--- src/rtl/sparc_pipe_pkg.sv ---
// Shared constants and types for the SPARC integer pipeline registers.
package sparc_pipe_pkg;

    // SPARC "sethi 0,%g0", the canonical NOP placed in an annulled slot.
    localparam logic [31:0] NOP_WORD  = 32'h0100_0000;

    // Fetch restart point: PC at 0, nPC one word ahead.
    localparam logic [31:0] PC_RESET  = 32'h0000_0000;
    localparam logic [31:0] NPC_RESET = 32'h0000_0004;

    // IF/ID annul tracking: PENDING means an annul arrived while ID was
    // stalled and must be applied to the next load.
    typedef enum logic {
        IDLE    = 1'b0,
        PENDING = 1'b1
    } annul_state_t;

endpackage : sparc_pipe_pkg

--- src/rtl/sat_counter.sv ---
// Saturating up-counter with increment enable and async active-low clear.
// Shared by pipeline stall/flush/annul debug counters.
module sat_counter #(
    parameter int W = 8
) (
    input  logic         clk,
    input  logic         clr_n,
    input  logic         inc,
    output logic [W-1:0] count
);

    // Count up on inc, sticking at all ones instead of wrapping.
    // NOTE: sequential state uses non-blocking (<=) so every flop samples
    // pre-edge values; blocking here would create order-dependent races.
    always_ff @(posedge clk or negedge clr_n) begin
        if (!clr_n) begin
            count <= '0;
        end else if (inc && (count != {W{1'b1}})) begin
            count <= count + 1'b1;
        end
    end

endmodule : sat_counter

--- src/rtl/if_id_annul_register.sv ---
// IF/ID pipeline register with delay-slot annul. An annul request from
// reset_handler replaces the instruction being loaded with a NOP; a request
// that arrives while ID is stalled is remembered and applied to the next load.
module if_id_annul_register
    import sparc_pipe_pkg::*;
#(
    parameter int CNT_W = 8
) (
    input  logic             clk,
    input  logic             system_reset_n,
    input  logic             le,
    input  logic             annul_req,
    input  logic [31:0]      instr_in,
    input  logic [31:0]      pc_in,
    input  logic [31:0]      npc_in,
    output logic [31:0]      instr_out,
    output logic [31:0]      pc_out,
    output logic [31:0]      npc_out,
    output logic             valid_out,
    output logic             annul_pending,
    output logic [CNT_W-1:0] annul_count
);

    annul_state_t state;
    logic         annul_eff;
    logic         count_inc;

    // Decode whether this edge discards the incoming slot.
    // NOTE: every always_comb output gets a default first so no path can
    // leave it unassigned and infer a latch.
    always_comb begin
        annul_eff = 1'b0;
        count_inc = 1'b0;
        if (annul_req || (state == PENDING)) begin
            annul_eff = 1'b1;
        end
        if (le && annul_eff) begin
            count_inc = 1'b1;
        end
    end

    // Data bank and annul state: load or annul when le=1, remember a stalled
    // request otherwise. PENDING survives further stall cycles and does not
    // stack, so one recorded annul discards exactly one load.
    always_ff @(posedge clk or negedge system_reset_n) begin
        if (!system_reset_n) begin
            state     <= IDLE;
            instr_out <= NOP_WORD;
            pc_out    <= PC_RESET;
            npc_out   <= NPC_RESET;
            valid_out <= 1'b0;
        end else if (le) begin
            // PC/nPC load even when annulled so traps and debug see the slot.
            pc_out  <= pc_in;
            npc_out <= npc_in;
            state   <= IDLE;
            if (annul_eff) begin
                instr_out <= NOP_WORD;
                valid_out <= 1'b0;
            end else begin
                instr_out <= instr_in;
                valid_out <= 1'b1;
            end
        end else if (annul_req) begin
            state <= PENDING;
        end
    end

    // State flop is the pending flag itself; no input reaches it combinationally.
    assign annul_pending = (state == PENDING);

    sat_counter #(
        .W (CNT_W)
    ) u_annul_counter (
        .clk   (clk),
        .clr_n (system_reset_n),
        .inc   (count_inc),
        .count (annul_count)
    );

    // An annulled load always presents a NOP marked invalid.
    a_annul_gives_nop : assert property (
        @(posedge clk) (le && annul_eff) |=> (!valid_out && instr_out == NOP_WORD)
    );

endmodule : if_id_annul_register

--- config.mk ---
export PLATFORM = sky130hd
export DESIGN_NAME = if_id_annul_register
export DESIGN_NICKNAME = d
export VERILOG_FILES = /design/src/rtl/sparc_pipe_pkg.sv /design/src/rtl/sat_counter.sv /design/src/rtl/if_id_annul_register.sv
export SDC_FILE = /design/constraint.sdc
export NUM_CORES = 1
export LEC_CHECK = 0
export ABC_AREA = 0
export ABC_CLOCK_PERIOD_IN_PS = 1510
export CAP_MARGIN = 20
export CORE_MARGIN = 4
export CORE_UTILIZATION = 36
export DETAILED_ROUTE_END_ITERATION = 8
export PLACE_DENSITY = 0.81
export SKIP_LAST_GASP = 1
export SYNTH_ARGS = -nofsm -noshare
export SYNTH_HDL_FRONTEND = slang
export SYNTH_SLANG_ARGS = --single-unit
--- constraint.sdc ---
create_clock -name clk -period 1.51 [get_ports clk]
set_clock_uncertainty 0.2 [all_clocks]
set_input_delay 0.151 -clock clk [delete_from_list [all_inputs] [get_ports clk]]
set_output_delay 0.151 -clock clk [all_outputs]
set_load 0.03 [all_outputs]
# Yosys cells after proc, flatten, opt, wreduce, memory -nomap -nowiden
# Index checks and enable logic that the tools add are counted.
# Widths: inputs -> output; s select.
[classes]
muxes = 6
eq_ne = 1
reduce_logical = 4
add_sub_neg = 1
[ops]
columns = ["operator", "count"]
rows = [
  ["$mux 32", 1],
  ["$add 8x1->8 const B", 1],
  ["$ne 8x8->1 const B", 1],
  ["$mux 1", 5],
  ["$logic_and 1x1->1", 2],
  ["$reduce_bool 2->1", 1],
  ["$logic_or 1x1->1", 1],
]
[totals]
word_cells = 18
input_bits = 100
regBits = 106
output_inout_bits = 106

# Logic depth before layout (Yosys ltp)
# Gate-level depths: netlist of the first run.
[depth]
depth_word = 5
ltp_mapped = 5
mapped_depth_nobuf = 4

# Modules after synthesis
# Synthesis of the first run repeated with hierarchy kept, for this count alone.
[hier_totals]
cells_unflattened = 316
hier_area_um2 = 4284.1
[by_module_without_submodules]
columns = ["module", "cells_per_inst", "seq_area_each_um2", "n_inst", "area_each_um2"]
rows = [
  ["if_id_annul_register", 282, 2454.9, 1, 3876.2],
  ["sat_counter", 34, 200.2, 1, 407.9],
]

# Worst setup path after synthesis of the first run
# No wires, ideal clock.
[synth_path]
kind = "register -> register"
from = "register u_annul_counter.count[0]"
to = "register u_annul_counter.count[1]"
path_slack_ns = -0.308
synth_period_minus_slack_ns = 1.818
arrival_time_ns = 1.493
stages_incl_launch_ff = 5
setup_ns = 0.125
n_path_buf = 0
required_ns = 1.185
cell_sequence = "dfrtp_1 -> ha_1 -> nand3_2 -> o21ai_2 -> mux2_4"
[synth_via]
elab_chain_len = 2
elab_cells_between_ends = 3
classes_between = "add/sub: 1; eq/ne: 1; reduce/logical: 1"
[synth_rtl]
columns = ["item", "line_no", "text"]
rows = [
  ["start: declaration", "sat_counter.sv:9", "output logic [W-1:0] count"],
  ["start signal: assignment", "sat_counter.sv:19", "count <= count + 1'b1;"],
  ["parallel branches: the longest is 2 deep, another holds $add 8x1->8", "-", ""],
]
# Parallel ways; which one is timed is not known.
# A chain may end at the register's enable or synchronous reset.

# Worst setup path after layout of the first run
[layout_path]
from = "register u_annul_counter.count[1]"
to = "register u_annul_counter.count[1]"
# The elaborated chain is that of the path after synthesis.

==> reports/metrics.csv, run 1 <==
metric;value;unit
yosysTopAreaCell;dfrtp_1;
hp-class;primary input to flip-flop;
clkLatencyLatePin;330;ps
cts.path.max_buffers;2;
start_util;36.7;%
io_buffers;205;
dieHeight;116;um
critPathMaxFanout;5;
ant_nets;0;
track_usage;16.1;%
tns;0;ps
fin_cells;630;
seqPwrFrac;42.5;%
clockPowerShare;28.8;%
die_x;116;um
clk_pin_slew;70;ps
cts_tree;done;
synth_top_area_share;62.4;%
dp_slack;-170;ps
cellInternalPower;5.59;mW
peakVddDrop;0.929;mV
finalWorstSetupSlack;20.0;ps
place_congestion;0.764;
combPwrFrac;28.6;%
drtIter0Drc;70;
synthTopCellsByArea;dfrtp_1, mux2_2, mux2_4, a22o_1, buf_6;
synth_cell_type_count;29;
synth.ff_latch_count;106;
p_sw;2.57;mW
htreeDepth;3;
grt_start_max_net_pins;36;
critPathKind;flip-flop to flip-flop;
finalCriticalPeriod;1490;ps
critPathArrivalTime;1510;ps
rows;39;
syn_area;4170;um2
drc;0;
grt_setup_unrepaired;true;
hold_viol_final;0;
start_kind;flip-flop;
seq_area_frac_synth;63.7;%
final_common_cell;clkdlybuf4s50_1;
grt_pass1_vias;3250;
cts_buffers;9;
num_vias;2970;
drive_gt1_share;28.7;%
dieArea;13400;um2
fillers;933;
dp.cells;607;
worstMarginPinSlew;368;ps
n_antenna_cell;0;
power.density;1210;nW/um2
p_leak;3.15;nW
layout_common_cells;clkdlybuf4s50_1, dfrtp_1, dlygate4sd2_1;
grt_pass1_wl;16.8;mm
netlist_instances;257;
syn_nets;358;
avgRoutedWirePerCell;17.4;um
fin_crit_sh;98.7;%
wl;10.9;mm
area_growth;62.1;%
p_total;8.16;mW
core_area;11400;um2
swShare;31.5;%
syn_avg_cell_area;16.2;um2
numClockSinks;106;
end_kind;flip-flop;
required;1530;ps
antenna_found_initial;0;
grt-ovfl-total;0;
final_nets;583;
drt_pass1_iterations;4;
setup_violations;0;
slew_violations;0;
r2r_setup_slack;20;ps
timing.fmax;0.671;GHz
run_status;complete, no violations;
cts_root_buf;clkbuf_16;
dp_hpwl;8.15;mm
yosysWarnings;0;
slew_headroom;75.5;%
ios;206;
max-cap-violations;0;
viasPerCell;4.71;
==> state kept, by name, indices dropped and copies added (netlist names) <==
name,count
pc_out,32
u_annul_counter.count,8
npc_out,32
valid_out,1
instr_out,32
annul_pending,1
==> what timing repair did <==
item                       4_1_cts  5_1_grt
hold buffers                     2        0
setup endpoints to repair      105       17
hold endpoints to repair       106        0
pin swaps                        1        3
setup buffers                    2        3
gates resized for setup        113       15
==> worst max-delay path: stages (launching register included) <==
cell and delay (ps):
dfrtp_2 420, ha_4 160, nand3_4 110, o21ai_4 170
mux2_4 310
==> path summary, 6_finish.rpt <==
| path | start | end | cells past startpoint |
|---|---|---|---|
| hold reg to reg | npc_out[19]$_DFFE_PN0P_ | npc_out[19]$_DFFE_PN0P_ | 1 |
| min in group asynchronous | system_reset_n | npc_out[7]$_DFFE_PN0P_ | 2 |
| setup reg to reg | u_annul_counter.count[1]$_DFFE_PN0P_ | u_annul_counter.count[1]$_DFFE_PN0P_ | 4 |
| setup / recovery | u_annul_counter.count[1]$_DFFE_PN0P_ | u_annul_counter.count[1]$_DFFE_PN0P_ | 4 |
| max in group asynchronous | system_reset_n | instr_out[24]$_DFFE_PN1P_ | 3 |
| hold / removal | le | npc_out[18]$_DFFE_PN0P_ | 2 |
==> metrics by stage <==
step | hold WS [ps] | util [%] | area, um2
floorplan | -345 | - | 4220
global placement | -107 | 57.3 | 6520
detailed placement | -102 | 57.3 | 6520
CTS | 35.1 | 59.3 | 6740
global route | 58.8 | 59.5 | 6760
finish | 41.4 | 59.5 | 6760
==> Yosys cell counts, drive strengths merged <==
master,number
a211oi,1
a21oi,3
a22o,31
a31oi,1
a41oi,1
and4,2
buf,12
clkbuf,3
dfrtp,104
dfstp,2
ha,1
inv,3
mux2,68
nand2,4
nand2b,1
nand3,3
nand4,2
nor2,6
nor3,3
o2111ai,1
o21a,1
o21ai,2
xnor2,2
==> final cells by class <==
| type | count | area [um2] | share of cell area (%) |
|---|---|---|---|
| inverters | 3 | 11.3 | 0.167 |
| clock buffers | 9 | 225 | 3.33 |
| well taps | 143 | 179 | 2.65 |
| repair buffers | 229 | 2180 | 32.3 |
| flip-flops and latches | 106 | 2670 | 39.4 |
| multi-input cells | 133 | 1420 | 21.0 |
| clock inverters | 7 | 76.3 | 1.13 |
==> metal layers <==
metal	wire [um]	GRT usage (%)
met5	0	0
met2	5660	28.5
met1	4440	19.8
met3	717	3.71
met4	130	4.64
==> power groups by stage <==
stage,combinational [mW],clock [mW],sequential [mW]
finish,2.34,2.35,3.47
global route,2.47,2.52,3.52
CTS,2.30,2.42,3.48
detailed placement,2.44,0,3.55
global placement,2.40,0,3.53
floorplan,0.644,0,4.13
==> cells by family after synthesis <==
kind of cell,Yosys count,synth area share [%]
buffers and inverters,18,3.21
DFF,106,63.7
and+or+nand+nor,21,3.12
adders and majority gates,1,0.300
muxes,68,20.9
AOI/OAI and AO/OA,41,8.40
xor gates and xnor gates,2,0.420
Note: power is estimated with default switching activity, not from simulation.
==> inputs of run 2 (changes only) <==
- CORE_UTILIZATION: 36 -> 25
- CTS_BUF_LIST: unset -> sky130_fd_sc_hd__clkbuf_4
- PLACE_DENSITY: 0.81 -> 0.61
==> reports/metrics.csv, run 2 (synthesized netlist as in run 1, its figures left out) <==
metric;value;unit
run_status;complete, but fails checks;
failed_checks;negative setup slack;
htreeDepth;3;
critPathArrivalTime;1730;ps
grt_setup_unrepaired;true;
num_vias;3076;
slew_headroom;78.2;%
dieArea;18800;um2
numClockSinks;106;
cts.path.max_buffers;2;
track_usage;12.2;%
grt_pass1_wl;17.7;mm
required;1680;ps
final_common_cell;clkdlybuf4s50_1;
end_kind;flip-flop;
worstMarginPinSlew;327;ps
top_regs;instr_out x32, npc_out x32, pc_out x32;
r2r_start;u_annul_counter.count[5]$_DFFE_PN0P_;
ios;206;
finalWorstSetupSlack;-42.4;ps
ant_nets;0;
ff2ff_path_depth;4;
cts_root_buf;clkbuf_4;
viasPerCell;4.28;
r2r_setup_slack;-40;ps
min_path_cells;2;
finalCriticalPeriod;1550;ps
setup_violations;5;
hp-class;primary input to flip-flop;
start_util;25.9;%
crit_path_start;u_annul_counter.count[5]$_DFFE_PN0P_;
wl;12.0;mm
dp_slack;-165;ps
drive_gt1_share;49.2;%
drc;0;
area_growth;57.7;%
hold_viol_final;0;
grt_pass1_vias;3317;
rows;46;
layout_common_cells;clkdlybuf4s50_1, dfrtp_1, buf_2;
clk_pin_slew;160;ps
r2r-end;u_annul_counter.count[1]$_DFFE_PN0P_;
peakVddDrop;0.817;mV
max-cap-violations;0;
dp_hpwl;8.38;mm
critPathKind;flip-flop to flip-flop;
p_leak;3.05;nW
drt_pass1_iterations;4;
hold_end;instr_out[6]$_DFFE_PN0P_;
start_kind;flip-flop;
core_area;16100;um2
slew_violations;0;
timing.fmax;0.644;GHz
antenna_found_initial;1;
tns;-108;ps
cts_tree;done;
power.density;1140;nW/um2
final_nets;598;
avgRoutedWirePerCell;16.7;um
dieHeight;137;um
fin_crit_sh;103;%
io_buffers;205;
hp-start;instr_in[6];
clkLatencyLatePin;460;ps
final_cell_area;6580;um2
drtIter0Drc;77;
cts_buffers;9;
critPathMaxFanout;5;
grt-ovfl-total;0;
dpl_cell_area;6590;um2
die_x;137;um
grt_start_max_net_pins;60;
place_congestion;0.723;
-- run 2: worst max-delay path: stages, from the launching register on --
cell	delay, ps
dfrtp_2	410
buf_4	140
nand4_1	190
o21ai_4	210
mux2_4	310
-- run 2: routing by layer --
layer / vias to the layer above / part of all wire, % / GRT usage (%)
li1: 1414 / - / -
met1: 1541 / 41 / 14.4
met2: 107 / 51 / 21.2
met3: 14 / 5.8 / 3.57
met4: 0 / 1.9 / 4.32
met5: - / 0 / 0
-- run 2: power by group --
part           total, mW  leakage (nW)  switching (mW)  internal (mW)
combinational       2.73          1.70            1.41           1.32
clock               1.41        0.0703           0.925          0.489
sequential          3.38          1.28           0.203           3.18
total               7.52          3.05            2.54           4.98
-- run 2: how the worst max path moves through the flow --
| stage | depth (start not counted) | to |
|---|---|---|
| 4_1_cts | 2 | annul_count[0] |
| 2_1_floorplan | 4 | u_annul_counter.count[1]$_DFFE_PN0P_ |
| 3_3_place_gp | 4 | u_annul_counter.count[7]$_DFFE_PN0P_ |
| 6_report | 4 | u_annul_counter.count[1]$_DFFE_PN0P_ |
| 5_1_grt | 4 | u_annul_counter.count[1]$_DFFE_PN0P_ |
| 3_5_place_dp | 4 | u_annul_counter.count[7]$_DFFE_PN0P_ |
-- run 2: metrics by stage --
stage | total power [mW] | hold WS, ps | cells | util (%)
finish | 7.52 | 69.4 | 719 | 40.8
CTS | 7.47 | 5.40 | 710 | 39.7
global placement | 5.99 | -40.1 | 678 | 40.9
floorplan | 4.77 | -345 | 257 | -
global route | 7.94 | 10.7 | 719 | 40.8
detailed placement | 6.01 | -28.1 | 678 | 40.9
-- run 2: cell type report --
cell class | instances | area, um2
Fill cell | 1561 | 9540
Sequential cell | 106 | 2670
Timing Repair Buffer | 244 | 2060
Multi-Input combinational cell | 133 | 1440
Tap cell | 216 | 270
Clock buffer | 9 | 67.6
Clock inverter | 7 | 58.8
Inverter | 3 | 11.3
Antenna cell | 1 | 2.50
-- run 2: repair_timing --
item	4_1_cts	5_1_grt
buffers inserted	12	6
endpoints found under the hold margin	114	0
cloned	0	2
pin swaps	3	4
gates resized for setup	525	29
hold buffers	4	0
endpoints found under the setup margin	106	30
==> inputs of run 3 (changes only) <==
- SETUP_SLACK_MARGIN: unset -> 0.5
==> reports/metrics.csv, run 3 (synthesized netlist as in run 1, its figures left out) <==
metric;value;unit
clk_pin_slew;160;ps
p_leak;3.51;nW
dpl_cell_area;6700;um2
fillers;1394;
peakVddDrop;0.919;mV
run_status;complete, but fails checks;
power.density;1080;nW/um2
cts_tree;done;
place_congestion;0.718;
cellInternalPower;5.68;mW
dieHeight;137;um
wl;12.6;mm
final_cell_area;7750;um2
cts_buffers;9;
max-cap-violations;0;
setup_violations;5;
start_kind;flip-flop;
io_buffers;205;
core_area;16100;um2
ant_nets;0;
top_regs;instr_out x32, npc_out x32, pc_out x32;
drive_gt1_share;62.2;%
whs;-620;ps
dieArea;18800;um2
viasPerCell;4.27;
dp_hpwl;8.39;mm
failed_checks;negative hold slack, negative setup slack;
clkLatencyLatePin;460;ps
swShare;32.3;%
dp.cells;684;
required;1670;ps
slew_headroom;74.6;%
ios;206;
combPwrFrac;39.4;%
finalCriticalPeriod;1570;ps
final_nets;646;
seqPwrFrac;41.4;%
end_kind;flip-flop;
cts_root_buf;clkbuf_4;
timing.fmax;0.636;GHz
drc;0;
die_x;137;um
antenna_found_initial;0;
slew_violations;0;
area_growth;85.8;%
layout_common_cells;buf_6, clkdlybuf4s50_1, dfrtp_1;
start_util;25.9;%
critPathMaxFanout;4;
final_common_cell;buf_6;
clockPowerShare;19.2;%
critPathKind;flip-flop to flip-flop;
grt_pass1_vias;3509;
grt_start_max_net_pins;40;
hold_viol_final;98;
worstMarginPinSlew;382;ps
grt_pass1_wl;18.5;mm
rows;46;
num_vias;3277;
cts.path.max_buffers;2;
avgRoutedWirePerCell;16.4;um
finalWorstSetupSlack;-62.1;ps
grt-ovfl-total;0;
fin_crit_sh;104;%
htreeDepth;3;
numClockSinks;106;
hp-class;primary input to async pin;
p_sw;2.71;mW
track_usage;12.7;%
critPathArrivalTime;1740;ps
fin_cells;767;
drt_pass1_iterations;4;
drtIter0Drc;96;
grt_setup_unrepaired;true;
==> run 3: power groups by stage <==
stage	Combinational [mW]	Sequential [mW]	Clock [mW]
4_1_cts	3.13	3.47	1.71
5_1_grt	3.47	3.52	1.82
3_5_place_dp	2.54	3.54	0
6_report	3.30	3.48	1.61
2_1_floorplan	0.662	4.15	0
3_3_place_gp	2.51	3.53	0
==> run 3: final timing paths <==
path                       slack [ps]  cells after the start                                 start                                   end
max                               -60                      5  u_annul_counter.count[1]$_DFFE_PN0P_  u_annul_counter.count[1]$_DFFE_PN0P_
min                              -620                      1                        system_reset_n               npc_out[12]$_DFFE_PN0P_
max reg2reg                       -60                      5  u_annul_counter.count[1]$_DFFE_PN0P_  u_annul_counter.count[1]$_DFFE_PN0P_
min reg2reg                       350                      1               npc_out[19]$_DFFE_PN0P_               npc_out[19]$_DFFE_PN0P_
max in group asynchronous         500                      3                        system_reset_n               npc_out[21]$_DFFE_PN0P_
min in group clk                    0                      3                          instr_in[24]             instr_out[24]$_DFFE_PN1P_
==> run 3: final cells by class <==
type / count / area [um2] / share of cell area (%)
clock buffer: 9 / 67.6 / 0.872
multi-input combinational: 133 / 1490 / 19.2
clock inverter: 7 / 91.3 / 1.18
tap: 216 / 270 / 3.49
timing repair buffer: 292 / 3110 / 40.1
inverter: 3 / 11.3 / 0.145
sequential: 106 / 2710 / 35.0
antenna: 1 / 2.50 / 0.0323
==> run 3: critical path, stage by stage (launching register included) <==
cell,delay (ps)
dfrtp_2,440
buf_12,110
ha_4,150
nand3_4,110
o21ai_4,160
mux2_4,310
==> run 3: timing repair <==
| action | CTS | global route |
|---|---|---|
| pin swaps | 8 | 5 |
| cloned | 3 | 0 |
| buffers inserted | 38 | 23 |
| endpoints found under the setup margin | 150 | 200 |
| hold buffers | 3 | 1 |
| resized for setup | 713 | 30 |
| endpoints found under the hold margin | 112 | 108 |
==> run 3: metrics by stage <==
| step | hold WS (ps) | util [%] | setup slack, ps | setup TNS (ps) | power (mW) |
|---|---|---|---|---|---|
| after global placement | -110 | 41.6 | -155 | -4410 | 6.04 |
| after floorplan | -345 | - | -52.7 | -125 | 4.82 |
| final | -620 | 48.1 | -62.1 | -243 | 8.39 |
| after detailed placement | -107 | 41.6 | -145 | -4490 | 6.08 |
| after global routing | -654 | 48.1 | -117 | -1080 | 8.82 |
| after CTS | -672 | 46.4 | -69.9 | -720 | 8.30 |
==> run 3: per-layer routing <==
| metal | up-vias | part of all wire (%) | GRT usage [%] |
|---|---|---|---|
| met3 | 13 | 6.5 | 3.90 |
| met4 | 0 | 1.5 | 4.71 |
| met1 | 1647 | 40 | 14.5 |
| met5 | - | 0 | 0 |
| met2 | 108 | 53 | 22.4 |
| li1 | 1509 | - | - |
